<file path="config.mk">
export PLATFORM = sky130hd
export DESIGN_NAME = puf_response_sampler
export DESIGN_NICKNAME = d
export VERILOG_FILES = /design/src/rtl/puf_response_sampler_pkg.sv /design/src/rtl/sync_2ff.sv /design/src/rtl/puf_response_sampler.sv
export SDC_FILE = /design/constraint.sdc
export NUM_CORES = 1
export LEC_CHECK = 0
export ABC_AREA = 1
export BUFFER_PORTS_ARGS = -buffer_cell sky130_fd_sc_hd__buf_2
export CAP_MARGIN = 20
export CORE_ASPECT_RATIO = 0.5
export CORE_MARGIN = 2
export CORE_UTILIZATION = 40
export DETAILED_ROUTE_END_ITERATION = 7
export PLACE_DENSITY = 0.66
export SKIP_CTS_REPAIR_TIMING = 1
export SLEW_MARGIN = 20
export SYNTH_ARGS = -nofsm -noshare
export SYNTH_HDL_FRONTEND = slang
export SYNTH_HIERARCHICAL = 1
export SYNTH_SLANG_ARGS = --single-unit
export TNS_END_PERCENT = 20
</file>
<file path="constraint.sdc">
create_clock -name clk -period 1.6 [get_ports clk]
set_input_delay 0.08 -clock clk [delete_from_list [all_inputs] [get_ports clk]]
set_output_delay 0.08 -clock clk [all_outputs]
set_load 0.01 [all_outputs]
</file>
<file path="src/rtl/puf_response_sampler_pkg.sv">
// Shared PUF datapath definitions: FSM state encoding, default run constants
// and a width helper for the sampler counters.
package puf_response_sampler_pkg;

  localparam int DEF_SETTLE_CYCLES = 16;
  localparam int DEF_VOTES         = 7;
  localparam int DEF_BITS          = 8;

  typedef enum logic [2:0] {
    ST_IDLE   = 3'd0,
    ST_FIRE   = 3'd1,
    ST_SETTLE = 3'd2,
    ST_SAMPLE = 3'd3,
    ST_EMIT   = 3'd4
  } state_e;

  // Counter width for values 0..n-1, never narrower than one bit.
  function automatic int clog2_min1(input int n);
    int w;
    w = $clog2(n);
    return (w < 1) ? 1 : w;
  endfunction

endpackage

</file>
<file path="src/rtl/sync_2ff.sv">
// Two-flop synchronizer with asynchronous clear, used to bring the raw
// arbiter output into the clk domain.
module sync_2ff (
  input  logic clk,
  input  logic rst_n,
  input  logic d,
  output logic q
);

  logic r_meta;
  logic r_q;

  always_ff @(posedge clk or negedge rst_n) begin
    if (!rst_n) begin
      r_meta <= 1'b0;
      r_q    <= 1'b0;
    end else begin
      r_meta <= d;
      r_q    <= r_meta;
    end
  end

  assign q = r_q;

endmodule

</file>
<file path="src/rtl/puf_response_sampler.sv">
// Launches the delay PUF VOTES times per response bit, samples the synchronized
// arbiter output after settling and emits the majority bit with a 1-cycle strobe.
module puf_response_sampler
  import puf_response_sampler_pkg::*;
#(
  parameter int SETTLE_CYCLES = DEF_SETTLE_CYCLES,
  parameter int VOTES         = DEF_VOTES,
  parameter int BITS          = DEF_BITS
) (
  input  logic       clk,
  input  logic       rst_n,
  input  logic       start,
  input  logic       abort,
  input  logic       puf_resp,
  output logic       puf_fire,
  output logic       bit_out,
  output logic       bit_valid,
  output logic       busy,
  output logic       done,
  output logic [2:0] o_dbg_state
);

  localparam int VW = clog2_min1(VOTES + 1);
  localparam int SW = clog2_min1(SETTLE_CYCLES);
  localparam int BW = clog2_min1(BITS);

  localparam logic [VW-1:0] VOTES_LAST  = VW'(VOTES - 1);
  localparam logic [VW-1:0] VOTES_HALF  = VW'(VOTES / 2);
  localparam logic [SW-1:0] SETTLE_LOAD = SW'(SETTLE_CYCLES - 1);
  localparam logic [BW-1:0] BIT_LAST    = BW'(BITS - 1);

  state_e        r_state;
  state_e        w_state_nxt;
  logic [SW-1:0] r_settle_cnt;
  logic [SW-1:0] w_settle_nxt;
  logic [VW-1:0] r_vote_cnt;
  logic [VW-1:0] w_vote_nxt;
  logic [VW-1:0] r_ones_cnt;
  logic [VW-1:0] w_ones_nxt;
  logic [BW-1:0] r_bit_idx;
  logic [BW-1:0] w_bit_idx_nxt;
  logic          w_resp_sync;

  sync_2ff u_sync (
    .clk   (clk),
    .rst_n (rst_n),
    .d     (puf_resp),
    .q     (w_resp_sync)
  );

  always_ff @(posedge clk or negedge rst_n) begin
    if (!rst_n) begin
      r_state      <= ST_IDLE;
      r_settle_cnt <= '0;
      r_vote_cnt   <= '0;
      r_ones_cnt   <= '0;
      r_bit_idx    <= '0;
    end else begin
      r_state      <= w_state_nxt;
      r_settle_cnt <= w_settle_nxt;
      r_vote_cnt   <= w_vote_nxt;
      r_ones_cnt   <= w_ones_nxt;
      r_bit_idx    <= w_bit_idx_nxt;
    end
  end

  always_comb begin
    w_state_nxt   = r_state;
    w_settle_nxt  = r_settle_cnt;
    w_vote_nxt    = r_vote_cnt;
    w_ones_nxt    = r_ones_cnt;
    w_bit_idx_nxt = r_bit_idx;
    puf_fire      = 1'b0;
    bit_out       = 1'b0;
    bit_valid     = 1'b0;
    done          = 1'b0;

    case (r_state)
      ST_IDLE: begin
        if (start && !abort) begin
          w_state_nxt   = ST_FIRE;
          w_vote_nxt    = '0;
          w_ones_nxt    = '0;
          w_bit_idx_nxt = '0;
        end
      end
      ST_FIRE: begin
        puf_fire     = 1'b1;
        w_settle_nxt = SETTLE_LOAD;
        w_state_nxt  = ST_SETTLE;
      end
      ST_SETTLE: begin
        if (r_settle_cnt == '0) begin
          w_state_nxt = ST_SAMPLE;
        end else begin
          w_settle_nxt = r_settle_cnt - SW'(1);
        end
      end
      ST_SAMPLE: begin
        w_ones_nxt  = r_ones_cnt + VW'(w_resp_sync);
        w_vote_nxt  = r_vote_cnt + VW'(1);
        w_state_nxt = (r_vote_cnt == VOTES_LAST) ? ST_EMIT : ST_FIRE;
      end
      ST_EMIT: begin
        // Strict compare: an (unsupported) even-VOTES tie resolves to 0.
        bit_out    = (r_ones_cnt > VOTES_HALF);
        bit_valid  = 1'b1;
        w_ones_nxt = '0;
        w_vote_nxt = '0;
        if (r_bit_idx == BIT_LAST) begin
          done        = 1'b1;
          w_state_nxt = ST_IDLE;
        end else begin
          w_bit_idx_nxt = r_bit_idx + BW'(1);
          w_state_nxt   = ST_FIRE;
        end
      end
      default: begin
        w_state_nxt = ST_IDLE;
      end
    endcase

    // Abort overrides everything, including a strobe in the same cycle.
    if (abort && (r_state != ST_IDLE)) begin
      w_state_nxt   = ST_IDLE;
      w_settle_nxt  = '0;
      w_vote_nxt    = '0;
      w_ones_nxt    = '0;
      w_bit_idx_nxt = '0;
      bit_out       = 1'b0;
      bit_valid     = 1'b0;
      done          = 1'b0;
    end
  end

  assign busy        = (r_state != ST_IDLE);
  assign o_dbg_state = r_state;

endmodule
</file>
==> results_dict.tcl <==
set metrics [dict create \
    dieArea_um2 3058 \
    synth_mux_area_share_pct 0 \
    crit_path_start_kind "flip-flop" \
    worstMarginPinSlew_ps 410.0 \
    synth_nets 137 \
    use_met2_pct 27.21 \
    comb_power_share_pct 42.4 \
    r2r_slack_ps 280 \
    final-setup-viol-count 0 \
    grt.overflow.total 0 \
    fp-row-count 13 \
    path_max_fanout 6 \
    reg2reg_from "r_bit_idx[0]$_DFFE_PN0P_" \
    n_antenna_cell 0 \
    required_ps 1520 \
    fin_tns_setup_ps 0 \
    min_path_cells 3 \
    yosys.area_share.simple_pct 38.85 \
    internal-power_w 0.001047 \
    met3_usage_pct 4.730 \
    wire_per_inst_um 10.28 \
    reg2reg_depth 6 \
    ir_worst_vdd_uv 519.7 \
    cts_tree "done" \
    grt_pass1_wl_um 3201 \
    finalNonFillerCells 179 \
    core_um2 2537 \
    fin_crit_sh_pct 88.63 \
    period_needed_ps 1418 \
    hold_end "o_dbg_state[0]$_DFFE_PN0P_" \
    boundaryPins 13 \
    placed_cells 173 \
    rr_endpoint "r_bit_idx[0]$_DFFE_PN0P_" \
    drt-initial-drc-count 43 \
    register_area_um2 450.4 \
    area_delta_synth_final_pct 16.31 \
    mostFrequentLayoutCells "30 x nand2_1, 19 x nand3_1, 18 x dfrtp_1, 16 x inv_1, 12 x buf_2" \
    grt_busiest_layer "met2" \
    htreeDepth 1 \
    endpoint_kind "output port" \
    hold_violations 0 \
    portBuffers 12 \
    final_net_count 155 \
    outcome "complete, no violations" \
    clock_power_share_pct 20.4 \
    synth_warnings 6 \
    first_global_vias 746 \
    arrival_ps 1340 \
    finalMaxSlewViolations 0 \
    synth-seq-cells 18 \
    viasPerCell 4.682 \
    fin_util_pct 47.83 \
    critical_path_class "flip-flop to output port" \
    avgSynthCellArea_um2 8.348 \
    cap_viol_max_count 0 \
    path_clk_slew_ps 70 \
    drc_errors 0 \
    clock_path_buffers 2 \
    synth_xor_xnor_area_share_pct 0 \
    dp_hpwl_um 1409 \
    clock_tree.root_cell "clkbuf_8" \
    synth_cell_types 19 \
    antenna_found_initial 0 \
    min_from "abort" \
    rsz0062_at_grt "false" \
    cts_buffers 3 \
    pwr-share-seq_pct 37.2 \
    ant_nets 0 \
    max_freq_mhz 705.2 \
    fillers 248 \
    drive_above_1_share_pct 21.83 \
    switching_share_pct 41.56 \
    relSlewSlack_pct 72.67 \
    synth_area_um2 1044 \
    grt_max_degree 19 \
    p_sw_w 0.0007450 \
    cts_num_sinks 18 \
    grtUsageMet1_pct 15.24 \
    grt_usage_pct 13.71 \
    p_leak_nw 0.6795 \
    initial_core_util_pct 41.12 \
    syn_inst 125 \
    finClkSkew_ps 0.5013 \
    final_common_cell "nand2_1" \
    multi_input_area_um2 518.0 \
    totalWireLength_um 1841 \
    powerDensity_nw_per_um2 1477 \
    fp.dieH_um 40.12 \
    gp_congestion 0.7474 \
    ys_seq_area_share_pct 43.17 \
    yosys.area_share.adder_pct 8.393 \
    clk-insertion-delay-late_ps 250 \
    die_w_um 76.23 \
    vias 838 \
    whs_ps 155.9 \
    min_path_type "primary input to flip-flop" \
    synth_compound_area_share_pct 2.398 \
    synth_top_family_by_area "simple AND/OR/NAND/NOR gates" \
    first_pass_iters 3 \
]
[flip-flops by register name (all words and copies together), names as in the netlist]
signal	flops
u_sync/q	1
r_settle_cnt	4
r_bit_idx	3
r_vote_cnt	3
u_sync/r_meta	1
o_dbg_state	3
r_ones_cnt	3
[cell families (layout without fill, tap and decap cells)]
kind of cell,count (synthesis),count (layout)
buffers and inverters,18,35
adders and majority gates,7,7
AOI/OAI and AO/OA,5,5
and+or+nand+nor,77,77
DFF,18,18
[cells in the mapped netlist]
cell type   n  area [µm²]
buf_6       1       11.26
dfrtp_1    18       450.4
ha_1        7       87.58
inv_1      16       60.06
inv_2       1       3.750
nand2_1    30       112.6
nand2_2     4       25.02
nand2_4     2       22.52
nand3_1    19       95.09
nand3_2     1       10.01
nand3_4     1       17.52
nand4_1     8       50.05
nor2_1      5       18.77
nor2_2      1       6.260
nor2_4      2       22.52
o21ai_0     3       15.01
o21ai_1     2       10.01
or2_0       1       6.260
or2_2       3       18.77
[layer usage]
metal	vias to the layer above	wire length (µm)
li1	445	-
met1	384	870
met2	7	902
met3	2	49
met4	0	19
met5	-	0
[final cells by class]
cell class	count	area share, %
Multi-Input combinational cell	89	42.68
Sequential cell	18	37.11
Timing Repair Buffer	14	6.598
Inverter	17	5.258
Clock buffer	4	4.536
Tap cell	37	3.814
[worst max-delay path by stage]
stage / from / to / cells after the start
2_1_floorplan: r_ones_cnt[0]$_DFFE_PN0P_ / r_ones_cnt[2]$_DFFE_PN0P_ / 5
5_1_grt: o_dbg_state[0]$_DFFE_PN0P_ / puf_fire / 5
4_1_cts: o_dbg_state[0]$_DFFE_PN0P_ / puf_fire / 5
6_report: o_dbg_state[0]$_DFFE_PN0P_ / puf_fire / 5
3_3_place_gp: r_bit_idx[0]$_DFFE_PN0P_ / r_bit_idx[0]$_DFFE_PN0P_ / 6
3_5_place_dp: r_bit_idx[0]$_DFFE_PN0P_ / r_bit_idx[0]$_DFFE_PN0P_ / 6
[worst max-delay path: stages (launching register included)]
cell and delay, ps:
dfrtp_1 530, inv_1 100, nor2_1 120, nand2_2 120, inv_1 90, buf_2 130
[per-stage QoR]
| stage | area (µm²) | power (W) | worst slack (ps) |
|---|---|---|---|
| after floorplan | 1044 | 0.001265 | 366.4 |
| after global placement | 1139 | 0.001422 | 289.6 |
| after detailed placement | 1139 | 0.001442 | 280.1 |
| after CTS | 1194 | 0.001814 | 167.6 |
| after global routing | 1214 | 0.001965 | 66.23 |
| final | 1214 | 0.001792 | 182.0 |
[power groups by stage]
| stage | sequential, W | combinational (W) | clock, W |
|---|---|---|---|
| 3_5_place_dp | 0.000675 | 0.000767 | 0 |
| 3_3_place_gp | 0.000673 | 0.000749 | 0 |
| 6_report | 0.000667 | 0.000760 | 0.000366 |
| 5_1_grt | 0.000682 | 0.000883 | 0.000400 |
| 2_1_floorplan | 0.000668 | 0.000597 | 0 |
| 4_1_cts | 0.000668 | 0.000770 | 0.000376 |
(Power assumes the default switching activity.)
